==> src/rtl/gcd_seq_pkg.sv <==
// Shared types and defaults for the GCD bus sequencer: state encoding,
// gpioemu register map and bus widths.
package gcd_seq_pkg;

    localparam int unsigned DATA_W = 32;
    localparam int unsigned ADDR_W = 16;
    localparam int unsigned CNT_W  = 8;

    localparam logic [ADDR_W-1:0] A1_ADDR_DEF = 16'h00F8;
    localparam logic [ADDR_W-1:0] A2_ADDR_DEF = 16'h00FC;
    localparam logic [ADDR_W-1:0] W_ADDR_DEF  = 16'h0100;
    localparam logic [ADDR_W-1:0] S_ADDR_DEF  = 16'h0104;
    localparam int unsigned       DONE_BIT_DEF = 0;

    typedef enum logic [3:0] {
        IDLE,
        WR_A1,
        WR_A2,
        GAP,
        RD_S,
        S_WAIT,
        RD_W,
        W_WAIT,
        OUT
    } seq_state_e;

    // Address/data pair presented to the slave; held between strobes.
    typedef struct packed {
        logic [ADDR_W-1:0] addr;
        logic [DATA_W-1:0] data;
    } bus_req_t;

endpackage

==> src/rtl/gcd_seq_wait_cnt.sv <==
// Loadable 8-bit down-counter; expired marks the last cycle of a wait of
// i_load_val cycles (load values are always >= 1).
module gcd_seq_wait_cnt
    import gcd_seq_pkg::*;
(
    input  logic             clk,
    input  logic             reset,
    input  logic             i_load,
    input  logic [CNT_W-1:0] i_load_val,
    output logic             o_expired_c
);

    logic [CNT_W-1:0] r_cnt;

    always_ff @(posedge clk or posedge reset) begin
        if (reset) begin
            r_cnt <= '0;
        end else if (i_load) begin
            r_cnt <= i_load_val;
        end else if (r_cnt != '0) begin
            r_cnt <= r_cnt - CNT_W'(1);
        end
    end

    assign o_expired_c = (r_cnt <= CNT_W'(1));

endmodule

==> src/rtl/gcd_bus_sequencer.sv <==
// Bus master that writes A1/A2 to gpioemu, polls S for done, reads W.
// Optional poll timeout: define GCD_SEQ_POLL_TIMEOUT_EN.
module gcd_bus_sequencer
    import gcd_seq_pkg::*;
#(
    parameter logic [ADDR_W-1:0] A1_ADDR  = A1_ADDR_DEF,
    parameter logic [ADDR_W-1:0] A2_ADDR  = A2_ADDR_DEF,
    parameter logic [ADDR_W-1:0] W_ADDR   = W_ADDR_DEF,
    parameter logic [ADDR_W-1:0] S_ADDR   = S_ADDR_DEF,
    parameter int unsigned       DONE_BIT = DONE_BIT_DEF,
    parameter int unsigned       RD_LAT   = 1,
    parameter int unsigned       POLL_GAP = 4
`ifdef GCD_SEQ_POLL_TIMEOUT_EN
    ,
    parameter int unsigned       MAX_POLLS = 64
`endif
) (
    input  logic              clk,
    input  logic              reset,
    input  logic              op_valid,
    output logic              op_ready,
    input  logic [DATA_W-1:0] op_a,
    input  logic [DATA_W-1:0] op_b,
    output logic              res_valid,
    input  logic              res_ready,
    output logic [DATA_W-1:0] res_gcd,
    output logic              res_err,
    output logic              busy,
    output logic [ADDR_W-1:0] saddress,
    output logic              srd,
    output logic              swr,
    output logic [DATA_W-1:0] sdata_to_slv,
    input  logic [DATA_W-1:0] sdata_from_slv
);

    seq_state_e        r_state;
    bus_req_t          r_req;
    logic [DATA_W-1:0] r_op_b;
    logic [DATA_W-1:0] r_res_gcd;
    logic              r_op_ready;
    logic              r_res_valid;
    logic              r_busy;
    logic              r_srd;
    logic              r_swr;

    logic              w_cnt_load;
    logic [CNT_W-1:0]  w_cnt_val;
    logic              w_cnt_exp;
    logic              w_done;

    assign w_done = sdata_from_slv[DONE_BIT];

`ifdef GCD_SEQ_POLL_TIMEOUT_EN
    localparam int unsigned POLL_W = $clog2(MAX_POLLS + 1);

    logic [POLL_W-1:0] r_poll_cnt;
    logic              r_res_err;
    logic              w_poll_limit;

    assign w_poll_limit = (r_poll_cnt >= POLL_W'(MAX_POLLS));
    assign res_err      = r_res_err;
`else
    assign res_err = 1'b0;
`endif

    // Counter is reloaded on the cycle leaving each state that starts a wait.
    always_comb begin
        w_cnt_load = 1'b0;
        w_cnt_val  = CNT_W'(POLL_GAP);
        case (r_state)
            WR_A2:  w_cnt_load = 1'b1;
            RD_S,
            RD_W: begin
                w_cnt_load = 1'b1;
                w_cnt_val  = CNT_W'(RD_LAT);
            end
            S_WAIT: w_cnt_load = w_cnt_exp && !w_done;
            default: ;
        endcase
    end

    gcd_seq_wait_cnt u_wait_cnt (
        .clk         (clk),
        .reset       (reset),
        .i_load      (w_cnt_load),
        .i_load_val  (w_cnt_val),
        .o_expired_c (w_cnt_exp)
    );

    // Outputs are set on the edge that enters a state, so they track it.
    always_ff @(posedge clk or posedge reset) begin
        if (reset) begin
            r_state     <= IDLE;
            r_req       <= '0;
            r_op_b      <= '0;
            r_res_gcd   <= '0;
            r_op_ready  <= 1'b1;
            r_res_valid <= 1'b0;
            r_busy      <= 1'b0;
            r_srd       <= 1'b0;
            r_swr       <= 1'b0;
`ifdef GCD_SEQ_POLL_TIMEOUT_EN
            r_poll_cnt  <= '0;
            r_res_err   <= 1'b0;
`endif
        end else begin
            r_srd <= 1'b0;
            r_swr <= 1'b0;
            case (r_state)
                IDLE: begin
                    if (op_valid && r_op_ready) begin
                        r_op_ready <= 1'b0;
                        r_busy     <= 1'b1;
                        if (op_a == '0 || op_b == '0) begin
                            r_res_gcd   <= op_a | op_b;
                            r_res_valid <= 1'b1;
                            r_state     <= OUT;
                        end else begin
                            r_op_b     <= op_b;
                            r_swr      <= 1'b1;
                            r_req.addr <= A1_ADDR;
                            r_req.data <= op_a;
`ifdef GCD_SEQ_POLL_TIMEOUT_EN
                            r_poll_cnt <= '0;
`endif
                            r_state    <= WR_A1;
                        end
                    end
                end
                WR_A1: begin
                    r_swr      <= 1'b1;
                    r_req.addr <= A2_ADDR;
                    r_req.data <= r_op_b;
                    r_state    <= WR_A2;
                end
                WR_A2: r_state <= GAP;
                GAP: begin
                    if (w_cnt_exp) begin
                        r_srd      <= 1'b1;
                        r_req.addr <= S_ADDR;
`ifdef GCD_SEQ_POLL_TIMEOUT_EN
                        r_poll_cnt <= r_poll_cnt + POLL_W'(1);
`endif
                        r_state    <= RD_S;
                    end
                end
                RD_S: r_state <= S_WAIT;
                S_WAIT: begin
                    if (w_cnt_exp) begin
                        if (w_done) begin
                            r_srd      <= 1'b1;
                            r_req.addr <= W_ADDR;
                            r_state    <= RD_W;
                        end
`ifdef GCD_SEQ_POLL_TIMEOUT_EN
                        else if (w_poll_limit) begin
                            r_res_gcd   <= '0;
                            r_res_err   <= 1'b1;
                            r_res_valid <= 1'b1;
                            r_state     <= OUT;
                        end
`endif
                        else begin
                            r_state <= GAP;
                        end
                    end
                end
                RD_W: r_state <= W_WAIT;
                W_WAIT: begin
                    if (w_cnt_exp) begin
                        r_res_gcd   <= sdata_from_slv;
                        r_res_valid <= 1'b1;
                        r_state     <= OUT;
                    end
                end
                OUT: begin
                    if (res_ready) begin
                        r_res_valid <= 1'b0;
`ifdef GCD_SEQ_POLL_TIMEOUT_EN
                        r_res_err   <= 1'b0;
`endif
                        r_busy      <= 1'b0;
                        r_op_ready  <= 1'b1;
                        r_state     <= IDLE;
                    end
                end
                default: r_state <= IDLE;
            endcase
        end
    end

    assign op_ready     = r_op_ready;
    assign res_valid    = r_res_valid;
    assign res_gcd      = r_res_gcd;
    assign busy         = r_busy;
    assign saddress     = r_req.addr;
    assign sdata_to_slv = r_req.data;
    assign srd          = r_srd;
    assign swr          = r_swr;

endmodule

==> config.mk <==
export PLATFORM = sky130hd
export DESIGN_NAME = gcd_bus_sequencer
export DESIGN_NICKNAME = d
export VERILOG_FILES = /design/src/rtl/gcd_seq_pkg.sv /design/src/rtl/gcd_seq_wait_cnt.sv /design/src/rtl/gcd_bus_sequencer.sv
export SDC_FILE = /design/constraint.sdc
export NUM_CORES = 1
export LEC_CHECK = 0
export ABC_AREA = 1
export CAP_MARGIN = 30
export CORE_ASPECT_RATIO = 2
export CORE_MARGIN = 4
export CORE_UTILIZATION = 52
export CTS_CLUSTER_DIAMETER = 120
export DETAILED_ROUTE_END_ITERATION = 12
export PLACE_DENSITY = 0.95
export SLEW_MARGIN = 30
export SYNTH_ARGS = -nofsm -noshare
export SYNTH_HDL_FRONTEND = slang
export SYNTH_HIERARCHICAL = 1
export SYNTH_SLANG_ARGS = --single-unit
==> constraint.sdc <==
create_clock -name clk -period 9.8 [get_ports clk]
set_input_delay 1.96 -clock clk [delete_from_list [all_inputs] [get_ports clk]]
set_output_delay 1.96 -clock clk [all_outputs]
set_load 0.01 [all_outputs]
==> flow_metrics.tcl <==
set metrics [dict create \
    vias 6280 \
    clkSlewWorstSetupHoldPaths_ns 0.06 \
    status "finished clean" \
    cts_tree "done" \
    antenna_found_initial 0 \
    dp.cells 1110 \
    nNetsFinal 1086 \
    grt_max_degree 83 \
    min_to "res_gcd[14]$_DFFE_PP0P_" \
    syn_avg_cell_area_sq_um 7.54 \
    seq_area_frac_synth_pct 46.6 \
    gr-total-overflow 0 \
    synthesis.area_sq_um 6230 \
    drive_gt1_share_pct 8.93 \
    die_w_microns 85.4 \
    cts_made_buffers 17 \
    hold_violations 0 \
    final_area_sq_um 8550 \
    drt_iter0_markers 456 \
    num-fill-cells 882 \
    r2r-start "r_state[3]$_DFFE_PP0P_" \
    core_area_sq_um 11800 \
    fmax_ghz 0.237 \
    max-clock-path-buffers 2 \
    place_congestion 0.988 \
    drtAntennaViolNets 0 \
    dieArea_sq_um 13900 \
    p_sw_share_pct 39.6 \
    r2r_end "res_gcd[31]$_DFFE_PP0P_" \
    post-synth-top-count-cell "nand2_1" \
    min_period_ns 4.23 \
    drv_slew 0 \
    ff_latch_area_sq_um 2900 \
    syn_inst 827 \
    reg2regPathDepth 7 \
    ys_top_cells_by_area "dfrtp_1 46%, nand2_1 17%, nand3_1 9.4%, nor2_1 3.8%, o21ai_0 3.5%" \
    hold_depth 2 \
    post-route-period-util_pct 43.1 \
    clkLatencyLatePin_ns 0.42 \
    final_core_util_pct 72.6 \
    multi_input_area_sq_um 2820 \
    synth_edf_count 0 \
    required_ns 10.11 \
    diodes 0 \
    maxCapViolCount 0 \
    fin_cells 1142 \
    synthTopCellsByCount "275 x nand2_1, 117 x nand3_1, 115 x dfrtp_1" \
    dp_hpwl_mm 14.6 \
    critical_path_class "in -> reg" \
    critPathCaptureType "register" \
    yosys.area.top_type_share_pct 46.2 \
    io_pins 186 \
    ys_dominant_reg_cell "dfrtp_1" \
    fp.dieH_microns 163 \
    p_clk_share_pct 23.8 \
    combPwrFrac_pct 44.4 \
    worstMarginPinSlew_ns 0.866 \
    skew_ns 0.00702 \
    grt_usage_pct 29.1 \
    drc 0 \
    synth_top_area_cell "dfrtp_1" \
    num_rows 56 \
    yosys_warnings 6 \
    report.final.setup_viol 0 \
    io_buffers 175 \
    cts_sinks 116 \
    hp-class "reg -> reg" \
    arrival_ns 4.53 \
    slew_headroom_pct 42.3 \
    reg2reg_slack_ns 6.76 \
    ys_seq_elements 116 \
    synth_cell_type_count 34 \
    p_per_area_nw_per_um2 317 \
    rsz0062_at_grt "no" \
    cts_root_buffer "clkbuf_16" \
    grt_pass1_wl_mm 31.3 \
    intPower_uw 1640 \
    tns_ns 0 \
    wl_mm 20.2 \
    wire_per_inst_microns 17.7 \
    placed_area_sq_um 7930 \
    async_reset_ff_share_pct 100 \
    p_sw_uw 1080 \
    viasPerCell 5.50 \
    start_util_pct 53.0 \
    cts_repair_resize_count 0 \
    worstHoldStart "res_gcd[14]$_DFFE_PP0P_" \
    area_growth_pct 37.1 \
    drtPass1Iterations 5 \
    cts_max_level 4 \
    grt_pass1_vias 6360 \
    p_leak_uw 0.00416 \
    pwr-share-seq_pct 31.8 \
    hold_buffers 0 \
    postCtsSetupBuffers 0 \
    ir_worst_vdd_v 0.000179 \
    critPathMaxFanout 82 \
    critPathLaunchType "input port" \
]
[cell usage in the layout (no fill, tap or decap), drive strengths merged, types with 2 or more instances in the layout]
master         Yosys  routed
nor3               4       4
clkinvlp           0       3
buf               46       3
nand3            117     117
clkinv             0       7
nand2            283     283
a21oi             21      21
bufinv             0       3
nor2              71      71
ha                 2       2
and2               2       2
conb               1      16
clkbuf             9      18
mux2              15      15
clkdlybuf4s50      0     175
nand4              5       5
o21ai             68      68
dfrtp            115     115
inv               65      66
[cell type report]
type | count | share of cell area (%)
timing repair buffer | 178 | 20.8
clock inverter | 14 | 2.09
multi-input combinational | 606 | 33.0
inverter | 65 | 2.88
clock buffer | 18 | 5.14
sequential | 116 | 34.0
tap | 145 | 2.12
[routing by layer]
| metal | up-vias | wire length [microns] | global-route usage [%] |
|---|---|---|---|
| li1 | 2930 | - | - |
| met1 | 2942 | 6920 | 30.6 |
| met2 | 340 | 10800 | 52.5 |
| met3 | 68 | 1320 | 5.42 |
| met4 | 0 | 1170 | 17.7 |
| met5 | - | 0 | 0 |
[registers in the layout, indices dropped and copies added (netlist names)]
| name | cells |
|---|---|
| saddress | 3 |
| op_ready | 1 |
| r_op_b | 32 |
| u_wait_cnt/r_cnt | 8 |
| res_gcd | 32 |
| r_state | 4 |
| res_valid | 1 |
| busy | 1 |
| swr | 1 |
| sdata_to_slv | 32 |
| srd | 1 |
[per-stage QoR]
stage | power [uW] | hold slack, ns | setup WS (ns)
final | 2710 | 0.469 | 5.57
after global routing | 2880 | 0.495 | 5.24
after CTS | 2710 | 0.472 | 5.57
after detailed placement | 2060 | 0.458 | 5.17
after global placement | 2020 | 0.449 | 5.20
after floorplan | 1570 | 0.435 | 5.00
[worst max path at each step]
stage                        from                      endpoint  slack (ns)  depth (start not counted)
after global routing      op_a[3]   sdata_to_slv[1]$_DFFE_PP0P_        5.24                         13
after floorplan             reset              busy$_DFFE_PP0P_        5.00                          1
after global placement    op_a[0]   sdata_to_slv[0]$_DFFE_PP0P_        5.20                         13
after CTS                 op_a[3]  sdata_to_slv[25]$_DFFE_PP0P_        5.57                         13
final                     op_a[3]  sdata_to_slv[25]$_DFFE_PP0P_        5.57                         13
after detailed placement  op_a[3]  sdata_to_slv[15]$_DFFE_PP0P_        5.17                         13
[power groups by stage]
| stage | clock network [uW] | logic, uW | registers (uW) |
|---|---|---|---|
| 5_1_grt | 672 | 1320 | 885 |
| 4_1_cts | 650 | 1200 | 858 |
| 2_1_floorplan | 0 | 681 | 890 |
| 3_5_place_dp | 0 | 1190 | 864 |
| 3_3_place_gp | 0 | 1160 | 855 |
| 6_report | 647 | 1200 | 862 |
[worst max-delay path, cell delays in order]
cell and delay [ns]:
clkdlybuf4s50_1 0.44, inv_1 0.10, nand2_1 0.06, nor2_1 0.16, nand2_1 0.09, nor2_1 0.14
nand2_1 0.07, nand2_1 0.09, inv_2 0.14, nand2_4 0.62, nand2_4 0.40, nand2_1 0.17
nand2_1 0.07
[cells by family (layout without fill, tap and decap cells)]
family                     after synthesis  after routing  synth area share, %
AOI/OAI and AO/OA                       90             90                 7.55
buffers and inverters                  120            275                 9.01
other                                    1             16               0.0602
xor gates and xnor gates                 1              1                0.141
and+or+nand+nor                        482            482                 33.5
DFF                                    116            116                 46.6
muxes                                   15             15                 2.71
adders and majority gates                2              2                0.401
Note: power is estimated with default switching activity, not from simulation.
